$ cat src/rtl/serial_add_if.sv
// Host-side handshake bundle for the bit-serial adder sequencer.
// Optional subtract input is present only when SERIAL_ADD_SUB_EN is defined.
interface serial_add_if #(
    parameter int WIDTH = 8
);
    logic             start;
    logic [WIDTH-1:0] a;
    logic [WIDTH-1:0] b;
`ifdef SERIAL_ADD_SUB_EN
    logic             sub;
`endif
    logic             busy;
    logic             done;
    logic [WIDTH-1:0] sum;
    logic             cout;

    modport master (
        output start, a, b,
`ifdef SERIAL_ADD_SUB_EN
        sub,
`endif
        input  busy, done, sum, cout
    );

    modport slave (
        input  start, a, b,
`ifdef SERIAL_ADD_SUB_EN
        sub,
`endif
        output busy, done, sum, cout
    );
endinterface

$ cat src/rtl/serial_add_ctrl.sv
// Bit-serial adder sequencer: WIDTH-bit add, one bit per clock, LSB first, through one
// shared full adder built from two half adders. Define SERIAL_ADD_SUB_EN for subtract.
module h_adder (
    input  logic x,
    input  logic y,
    output logic s,
    output logic c
);
    assign s = x ^ y;
    assign c = x & y;
endmodule

module serial_add_ctrl #(
    parameter int WIDTH = 8
) (
    input  logic         clk,
    input  logic         rst,
    serial_add_if.slave  bus
);
    localparam int CW = $clog2(WIDTH + 1);

    typedef enum logic [1:0] {
        ST_IDLE = 2'b00,
        ST_RUN  = 2'b01,
        ST_DONE = 2'b10
    } state_t;

    state_t           state_r, state_nxt_s;
    logic [WIDTH-1:0] a_sh_r, a_sh_nxt_s;
    logic [WIDTH-1:0] b_sh_r, b_sh_nxt_s;
    logic [WIDTH-1:0] sum_r, sum_nxt_s;
    logic [CW-1:0]    cnt_r, cnt_nxt_s;
    logic             carry_r, carry_nxt_s;
    logic             cout_r, cout_nxt_s;
    logic             busy_r, done_r;
    logic             s0_s, c0_s, s1_s, c1_s;
    logic             carry_init_s;
    logic [WIDTH-1:0] b_load_s;

    h_adder ha0 (.x(a_sh_r[0]), .y(b_sh_r[0]), .s(s0_s), .c(c0_s));
    h_adder ha1 (.x(s0_s),      .y(carry_r),   .s(s1_s), .c(c1_s));

    // Subtraction is a + ~b + 1: invert b and seed the carry with the sub flag.
`ifdef SERIAL_ADD_SUB_EN
    assign carry_init_s = bus.sub;
    assign b_load_s     = bus.sub ? ~bus.b : bus.b;
`else
    assign carry_init_s = 1'b0;
    assign b_load_s     = bus.b;
`endif

    // Next-state and datapath update for the sequencer.
    always_comb begin
        state_nxt_s = state_r;
        a_sh_nxt_s  = a_sh_r;
        b_sh_nxt_s  = b_sh_r;
        sum_nxt_s   = sum_r;
        cnt_nxt_s   = cnt_r;
        carry_nxt_s = carry_r;
        cout_nxt_s  = cout_r;
        case (state_r)
            ST_IDLE: begin
                if (bus.start) begin
                    a_sh_nxt_s  = bus.a;
                    b_sh_nxt_s  = b_load_s;
                    carry_nxt_s = carry_init_s;
                    cnt_nxt_s   = {CW{1'b0}};
                    sum_nxt_s   = {WIDTH{1'b0}};
                    state_nxt_s = ST_RUN;
                end else begin
                    state_nxt_s = ST_IDLE;
                end
            end
            ST_RUN: begin
                sum_nxt_s   = {s1_s, sum_r[WIDTH-1:1]};
                carry_nxt_s = c0_s | c1_s;
                a_sh_nxt_s  = {1'b0, a_sh_r[WIDTH-1:1]};
                b_sh_nxt_s  = {1'b0, b_sh_r[WIDTH-1:1]};
                cnt_nxt_s   = cnt_r + CW'(1);
                if (cnt_r == CW'(WIDTH - 1)) begin
                    cout_nxt_s  = c0_s | c1_s;
                    state_nxt_s = ST_DONE;
                end else begin
                    state_nxt_s = ST_RUN;
                end
            end
            ST_DONE: begin
                state_nxt_s = ST_IDLE;
            end
            default: begin
                state_nxt_s = ST_IDLE;
            end
        endcase
    end

    // State and datapath registers; busy/done are registered decodes of the next state.
    always_ff @(posedge clk) begin
        if (rst) begin
            state_r <= ST_IDLE;
            a_sh_r  <= {WIDTH{1'b0}};
            b_sh_r  <= {WIDTH{1'b0}};
            sum_r   <= {WIDTH{1'b0}};
            cnt_r   <= {CW{1'b0}};
            carry_r <= 1'b0;
            cout_r  <= 1'b0;
            busy_r  <= 1'b0;
            done_r  <= 1'b0;
        end else begin
            state_r <= state_nxt_s;
            a_sh_r  <= a_sh_nxt_s;
            b_sh_r  <= b_sh_nxt_s;
            sum_r   <= sum_nxt_s;
            cnt_r   <= cnt_nxt_s;
            carry_r <= carry_nxt_s;
            cout_r  <= cout_nxt_s;
            busy_r  <= (state_nxt_s == ST_RUN);
            done_r  <= (state_nxt_s == ST_DONE);
        end
    end

    assign bus.busy = busy_r;
    assign bus.done = done_r;
    assign bus.sum  = sum_r;
    assign bus.cout = cout_r;
endmodule
$ cat src/flat_wrapper.sv
// flat-port wrapper written by rule: the top's interface ports become plain ports
module serial_add_ctrl_flat 
#(
    parameter int WIDTH = 8
)
  (clk, rst, bus_start, bus_a, bus_b, bus_busy, bus_done, bus_sum, bus_cout);
  serial_add_if #(.WIDTH(WIDTH)) bus_i ();
  input  logic clk;
  input  logic rst;
  input wire logic [$bits(bus_i.start)-1:0] bus_start;
  input wire logic [$bits(bus_i.a)-1:0] bus_a;
  input wire logic [$bits(bus_i.b)-1:0] bus_b;
  output wire logic [$bits(bus_i.busy)-1:0] bus_busy;
  output wire logic [$bits(bus_i.done)-1:0] bus_done;
  output wire logic [$bits(bus_i.sum)-1:0] bus_sum;
  output wire logic [$bits(bus_i.cout)-1:0] bus_cout;
  assign bus_i.start = bus_start;
  assign bus_i.a = bus_a;
  assign bus_i.b = bus_b;
  assign bus_busy = bus_i.busy;
  assign bus_done = bus_i.done;
  assign bus_sum = bus_i.sum;
  assign bus_cout = bus_i.cout;
  serial_add_ctrl #(.WIDTH(WIDTH)) u_core (.clk(clk), .rst(rst), .bus(bus_i));
endmodule
$ cat config.mk
export PLATFORM = sky130hd
export DESIGN_NAME = serial_add_ctrl_flat
export DESIGN_NICKNAME = d
export VERILOG_FILES = /design/src/rtl/serial_add_if.sv /design/src/rtl/serial_add_ctrl.sv /design/src/flat_wrapper.sv
export SDC_FILE = /design/constraint.sdc
export NUM_CORES = 1
export LEC_CHECK = 0
export BUFFER_PORTS_ARGS = -buffer_cell sky130_fd_sc_hd__buf_2
export CORE_MARGIN = 2
export CORE_UTILIZATION = 55
export CTS_BUF_LIST = sky130_fd_sc_hd__clkbuf_8
export DETAILED_ROUTE_END_ITERATION = 8
export HOLD_SLACK_MARGIN = 0.03
export PLACE_DENSITY_LB_ADDON = 0.15
export SYNTH_ARGS = -nofsm -noshare
export SYNTH_HDL_FRONTEND = slang
export SYNTH_SLANG_ARGS = --single-unit
$ cat constraint.sdc
create_clock -name clk -period 1.8 [get_ports clk]
set_clock_uncertainty 0.15 [all_clocks]
set_input_delay 0.09 -clock clk [delete_from_list [all_inputs] [get_ports clk]]
set_output_delay 0.09 -clock clk [all_outputs]
set_load 0.05 [all_outputs]
==> impl_summary.txt, run 1 <==
----------------------------------------------------
[Run status]
  Status ... finished clean

[Critical path]
  Critical setup path kind ... register to register
  CP max-delay cell ... sky130_fd_sc_hd__dfxtp_1
  Data arrival time of the critical path ... between 1.5 and 2 ns
  Endpoint of the worst-slack reg-to-reg timing path ... u_core.b_sh_r[6]
  Depth of the worst register-to-register path ... 3
  Critical path data required time ... about 1.8 ns
  Critical Path Max Stage Delay ... 0.59 ns
  Crit path max-delay family ... flip-flops
  Largest driver fanout on the critical path ... 14
  Critical Path, Cell by Cell ... inv_1 > o22ai_1 > a211oi_1
  Critical path endpoint category ... register
  Sort of element at the start of the critical path ... register
  Reg-to-reg startpoint ... u_core.state_r[0]
  Buffering stage count on the worst path with inverters included ... 1
  Register-to-Register Setup Slack ... around 0.19 ns
  Depth of the critical timing path with buffers and inverters included ... 3

[Hold path]
  Worst Hold Path EP ... u_core.bus.done
  Hold path startpoint ... rst
  WHS Path Cells ... 2
  Path category of the worst min-delay check ... primary input to register

[Placed design]
  Final Wtd Congestion ... approximately 0.75
  Area after detailed placement ... around 1500 µm²
  Post-detail-place hpwl ... ~1.8 mm
  Setup slack after placement ... roughly 0.27 ns
  Port Buf Inserts ... 29

[Floorplanning]
  Height of the die ... ~54 µm
  DIE AREA ... 2900 µm²
  Starting Density ... 0.568
  Floorplan row count ... 18
  Number of top-level pins ... 30
  Die width ... between 50 and 60 µm
  Core outline area ... about 2400 µm²

[Synth]
  FFs w/ async S/R, synth ... 0
  Part of the Yosys area used for sequential elements ... 0.497
  Cells taking the most area after synthesis ... sky130_fd_sc_hd__dfxtp_1 50%, sky130_fd_sc_hd__a211oi_1 7.7%, sky130_fd_sc_hd__nor2_1 7.4%, sky130_fd_sc_hd__o22ai_1 6.4%, sky130_fd_sc_hd__a22oi_1 5.5%
  Synth Net Count ... 161
  Synthesized area per cell ... a little under 10 µm²
  Synth Instances ... between 100 and 150
  Number of enable flip-flop cells after synthesis ... 0
  Largest area contributor in the synthesized netlist ... sky130_fd_sc_hd__dfxtp_1
  Post-synthesis instance area ... 1370 µm²
  Main synth FF type ... sky130_fd_sc_hd__dfxtp_1
  Count of state elements after synthesis ... 34
  Synth warn ... 0
  Distinct cell type count of the synthesized netlist ... 29
  Share of Yosys cell area claimed by the top area cell type ... 0.497

[Clock network]
  Clock root buffer master ... sky130_fd_sc_hd__clkbuf_8
  Clk pin slew, worst setup/hold paths ... about 0.06 ns
  Number of setup buffers added after CTS ... 0
  CTS tree ... built
  CTS Buf Count ... 5
  Clock Tree Buf Depth ... 2
  Number of cells upsized or downsized after cts ... 0
  Skew-Pair Late Insertion Delay ... 0.29 ns
  Htree depth ... 2
  CTS sink count ... 34

[Global route]
  GRT Util Overall ... 0.240
  Number of antenna violations at the first check in global routing ... 0
  Number of global-route vias before repair ... 1,073
  Global route total overflow ... 0
  Wire length of the first global-routing pass ... approximately 4.8 mm
  Largest net degree at the start of global routing ... 35

[Run]
  Maximum Capacitance Violations ... 0

[Timing]
  Normalized max-slew margin ... 0.612
  Count of endpoints failing setup in the final report ... 0
  Final-report max-slew violation count ... 0
  Clock period minus worst slack ... 1.61 ns
  Final hold violation count ... 0
  Transition time of the tightest slew-check pin ... 0.582 ns
  Setup TNS ... 0 ns
  Worst setup margin ... a little under 0.2 ns
  Smallest hold slack ... ~0.13 ns
  Maximum clock rate ... just over 600 MHz
  Setup repair after global routing missed its margin ... false
  Period utilization ... 0.893

[Power]
  Cell Pwr Density ... 951 nW/µm²
  Worst vdd ir ... 0.895 mV
  Pleak ... around 0.74 nW

[Route]
  Via count ... 1,202
  DRC ... 0
  WL/cell ... between 10 and 15 µm
  Final WL ... around 3.0 mm
  TritonRoute pass-1 iters ... 4
  Number of routed nets with antenna violations ... 0
  Iteration-0 DRC Markers ... 21
  Number of vias per cell ... 5.64

[Cells and area]
  Final net count ... between 200 and 250
  Cell area after layout ... ~1800 µm²
  Share of post-route cells with drive strength above 1 ... 0.230
  Final core area utilization ... 0.729
  Signed area change from the synthesized netlist to the final layout ... 28.3%
  Antenna diode count ... 0

----------------------------------------------------
where the power goes:
part           switching [mW]  internal [mW]
registers              0.0244          0.791
logic                   0.106         0.0965
clock network           0.266          0.386
worst max-delay path by stage:
stage                 startpoint                end  slack [ns]
2_1_floorplan   u_core.a_sh_r[0]  u_core.bus.sum[7]        0.47
3_3_place_gp   u_core.state_r[0]   u_core.b_sh_r[0]        0.33
3_5_place_dp   u_core.state_r[0]   u_core.b_sh_r[0]        0.27
4_1_cts        u_core.state_r[0]   u_core.b_sh_r[0]        0.25
5_1_grt        u_core.state_r[0]   u_core.b_sh_r[6]        0.08
6_report       u_core.state_r[0]   u_core.b_sh_r[6]        0.19
per-stage QoR:
step | cells | total power, mW
after CTS | 213 | 1.68
final | 213 | 1.67
after detailed placement | 189 | 1.00
after global routing | 213 | 1.73
after floorplan | 140 | 0.965
after global placement | 189 | 0.998
layer usage:
metal | up-vias | routed length, µm | GRT usage
li1 | 596 | - | -
met1 | 565 | 1350 | 0.301
met2 | 37 | 1440 | 0.378
met3 | 4 | 161 | 0.0667
met4 | 0 | 26 | 0.115
met5 | - | 0 | 0
state kept, by name, summed over array words and instances, names as in the netlist:
| name | cells |
|---|---|
| u_core.bus.sum | 8 |
| u_core.bus.done | 1 |
| u_core.cnt_r | 4 |
| u_core.bus.cout | 1 |
| u_core.state_r | 2 |
| u_core.a_sh_r | 8 |
| u_core.carry_r | 1 |
| u_core.bus.busy | 1 |
| u_core.b_sh_r | 8 |
cells in the final DEF (no fill, tap or decap), types with 5 or more instances in the layout:
master                          count
sky130_fd_sc_hd__clkbuf_8           8
sky130_fd_sc_hd__dfxtp_1           34
sky130_fd_sc_hd__a211oi_1          14
sky130_fd_sc_hd__inv_1              5
sky130_fd_sc_hd__nor2_1            27
sky130_fd_sc_hd__dlygate4sd3_1     16
sky130_fd_sc_hd__o22ai_1           14
sky130_fd_sc_hd__buf_2             29
sky130_fd_sc_hd__a22oi_1           10
synth_stat cells (2+ instances only):
cell and instances:
sky130_fd_sc_hd__o22ai_1 14, sky130_fd_sc_hd__a2bb2oi_1 2, sky130_fd_sc_hd__a211oi_1 14, sky130_fd_sc_hd__nand2b_4 2
sky130_fd_sc_hd__a21oi_1 2, sky130_fd_sc_hd__nand2_1 2, sky130_fd_sc_hd__clkbuf_1 5, sky130_fd_sc_hd__nor2_1 27
sky130_fd_sc_hd__a22oi_1 10, sky130_fd_sc_hd__nand3_1 2, sky130_fd_sc_hd__inv_1 5, sky130_fd_sc_hd__dfxtp_1 34
sky130_fd_sc_hd__buf_4 2, sky130_fd_sc_hd__a221oi_1 2, sky130_fd_sc_hd__buf_6 3
cells by family (layout without fill, tap and decap cells):
kind of cell             count (synthesis)  after routing  share of synthesized area
buffers and inverters                   16             59                     0.0667
adder cells (fa/ha/maj)                  2              2                     0.0238
flip-flops                              34             34                      0.497
AND/OR/NAND/NOR                         38             38                      0.133
multiplexers                             1              1                    0.00731
AO/OA/AOI/OAI                           49             49                      0.272
area by class of cell:
cell class	instances	area, µm²
clock buffer	8	110
fill	196	653
inverter	5	18.8
multi-input combinational	90	597
sequential	34	681
tap	30	37.5
timing repair buffer	46	313
repair_timing:
item	in CTS	in global routing
hold buffers	16	0
setup endpoints to repair	0	0
hold endpoints to repair	16	0
Power figures use the tool's default switching activity.
==> run 2: changes to the inputs <==
Settings changed: MAX_ROUTING_LAYER from default to met4, SETUP_SLACK_MARGIN from default to 0.3.
==> impl_summary.txt, run 2 (synthesis results as in run 1) <==
----------------------------------------------------
[Run status]
  Status ... finished clean

[Floorplanning]
  Height of the die ... around 54 µm
  Die width ... 53.9 µm
  Floorplan row count ... 18
  Number of top-level pins ... 30
  Starting Density ... 0.568
  DIE AREA ... slightly below 3000 µm²
  Core outline area ... approximately 2400 µm²

[Clock network]
  Htree depth ... 2
  Skew-Pair Late Insertion Delay ... between 0.2 and 0.3 ns
  CTS tree ... built
  CTS sink count ... 34
  CTS Buf Count ... 5
  Clk pin slew, worst setup/hold paths ... about 0.060 ns
  Clock Tree Buf Depth ... 2
  Clock root buffer master ... sky130_fd_sc_hd__clkbuf_8

[Critical path]
  Critical setup path kind ... register to register
  Data arrival time of the critical path ... between 1 and 1.5 ns
  Critical path data required time ... 1.80 ns
  Largest driver fanout on the critical path ... 2
  CP max-delay cell ... sky130_fd_sc_hd__fa_1
  Crit path max-delay family ... adder cells
  Critical Path Max Stage Delay ... between 0.5 and 0.6 ns
  Critical Path, Cell by Cell ... inv_1 > fa_1 > a2bb2oi_2 > nor2_1
  Critical path endpoint category ... register
  Sort of element at the start of the critical path ... register
  Buffering stage count on the worst path with inverters included ... 1

[Route]
  WL/cell ... between 10 and 15 µm
  Iteration-0 DRC Markers ... 23
  Number of routed nets with antenna violations ... 0
  DRC ... 0
  Number of vias per cell ... roughly 5.7
  TritonRoute pass-1 iters ... 5
  Via count ... 1,228
  Final WL ... 3.02 mm

[Timing]
  Period utilization ... 0.791
  Count of endpoints failing setup in the final report ... 0
  Maximum clock rate ... 702 MHz
  Clock period minus worst slack ... ~1.4 ns
  Setup repair after global routing missed its margin ... true
  Final hold violation count ... 0
  Setup TNS ... 0 ns
  Transition time of the tightest slew-check pin ... 0.597 ns
  Normalized max-slew margin ... 0.602
  Final-report max-slew violation count ... 0

[Global route]
  Wire length of the first global-routing pass ... 4.84 mm
  Global route total overflow ... 0
  Largest net degree at the start of global routing ... 35
  GRT Util Overall ... 0.247
  Number of antenna violations at the first check in global routing ... 0
  Number of global-route vias before repair ... between 1,000 and 1,500

[Cells and area]
  Share of post-route cells with drive strength above 1 ... 0.263
  Signed area change from the synthesized netlist to the final layout ... 30.9%
  Cell area after layout ... roughly 1800 µm²
  Antenna diode count ... 0
  Most frequent standard cell in the layout excluding fill and tap cells ... sky130_fd_sc_hd__dfxtp_1
  Final net count ... approximately 200
  Leading cell types in the layout, fill and taps excluded ... 33 x sky130_fd_sc_hd__dfxtp_1, 29 x sky130_fd_sc_hd__buf_2, 27 x sky130_fd_sc_hd__nor2_1

[Hold path]
  Path category of the worst min-delay check ... primary input to register

[Placed design]
  Port Buf Inserts ... 29
  Post-detail-place hpwl ... about 1.8 mm
  Final Wtd Congestion ... 0.757
  Area after detailed placement ... ~1500 µm²

[Power]
  Worst vdd ir ... between 0.8 and 0.9 mV
  Pleak ... between 0.7 and 0.8 nW
  Cell Pwr Density ... 939 nW/µm²

[Run]
  Maximum Capacitance Violations ... 0

----------------------------------------------------
==> run 2: cell type report <==
type | instances | area [µm²]
sequential | 34 | 682
inverter | 5 | 22.5
clock buffer | 8 | 110
timing repair buffer | 49 | 335
fill | 188 | 618
multi-input combinational | 90 | 604
tap | 30 | 37.5
==> run 2: per-layer routing <==
metal  vias up  global-route usage  part of all wire
met3         6              0.0667             0.067
met4         0               0.115             0.012
met2        43               0.378              0.48
met1       575               0.301              0.44
met5         -                   -                 0
li1        604                   -                 -
==> run 2: timing repair <==
action | CTS | global route
setup buffers | 0 | 3
pin swaps | 0 | 0
endpoints found under the setup margin | 14 | 3
endpoints found under the hold margin | 16 | 0
hold buffers | 16 | 0
gates resized for setup | 1 | 3
==> run 2: path summary, 6_finish.rpt <==
kind	end	slack, ns	cells past startpoint	start
setup / recovery	u_core.bus.sum[7]	0.38	4	u_core.a_sh_r[0]
hold / removal	u_core.bus.done	0.14	2	rst
setup reg to reg	u_core.bus.sum[7]	0.38	4	u_core.a_sh_r[0]
hold reg to reg	u_core.b_sh_r[4]	0.35	2	u_core.b_sh_r[4]
==> run 2: stage by stage <==
stage	power, mW	worst slack [ns]	cells	utilization	hold WS (ns)
after CTS	1.68	0.341	213	0.729	0.135
after global placement	0.998	0.326	189	0.617	0.178
after global routing	1.74	0.305	216	0.744	0.168
after floorplan	0.965	0.473	140	-	0.0883
final	1.68	0.376	216	0.744	0.139
after detailed placement	1.00	0.271	189	0.617	0.190
==> run 2: where the power goes <==
part	total, mW	switching [mW]	internal [mW]	leakage [nW]
logic	0.214	0.109	0.105	0.410
clock network	0.651	0.265	0.386	0.0575
registers	0.817	0.0252	0.792	0.279
==> run 2: worst reg2reg max path, cell delays in order, from the launching register on <==
cell and delay, ns:
sky130_fd_sc_hd__dfxtp_1 0.31, sky130_fd_sc_hd__inv_1 0.06, sky130_fd_sc_hd__fa_1 0.59, sky130_fd_sc_hd__a2bb2oi_2 0.14, sky130_fd_sc_hd__nor2_1 0.05
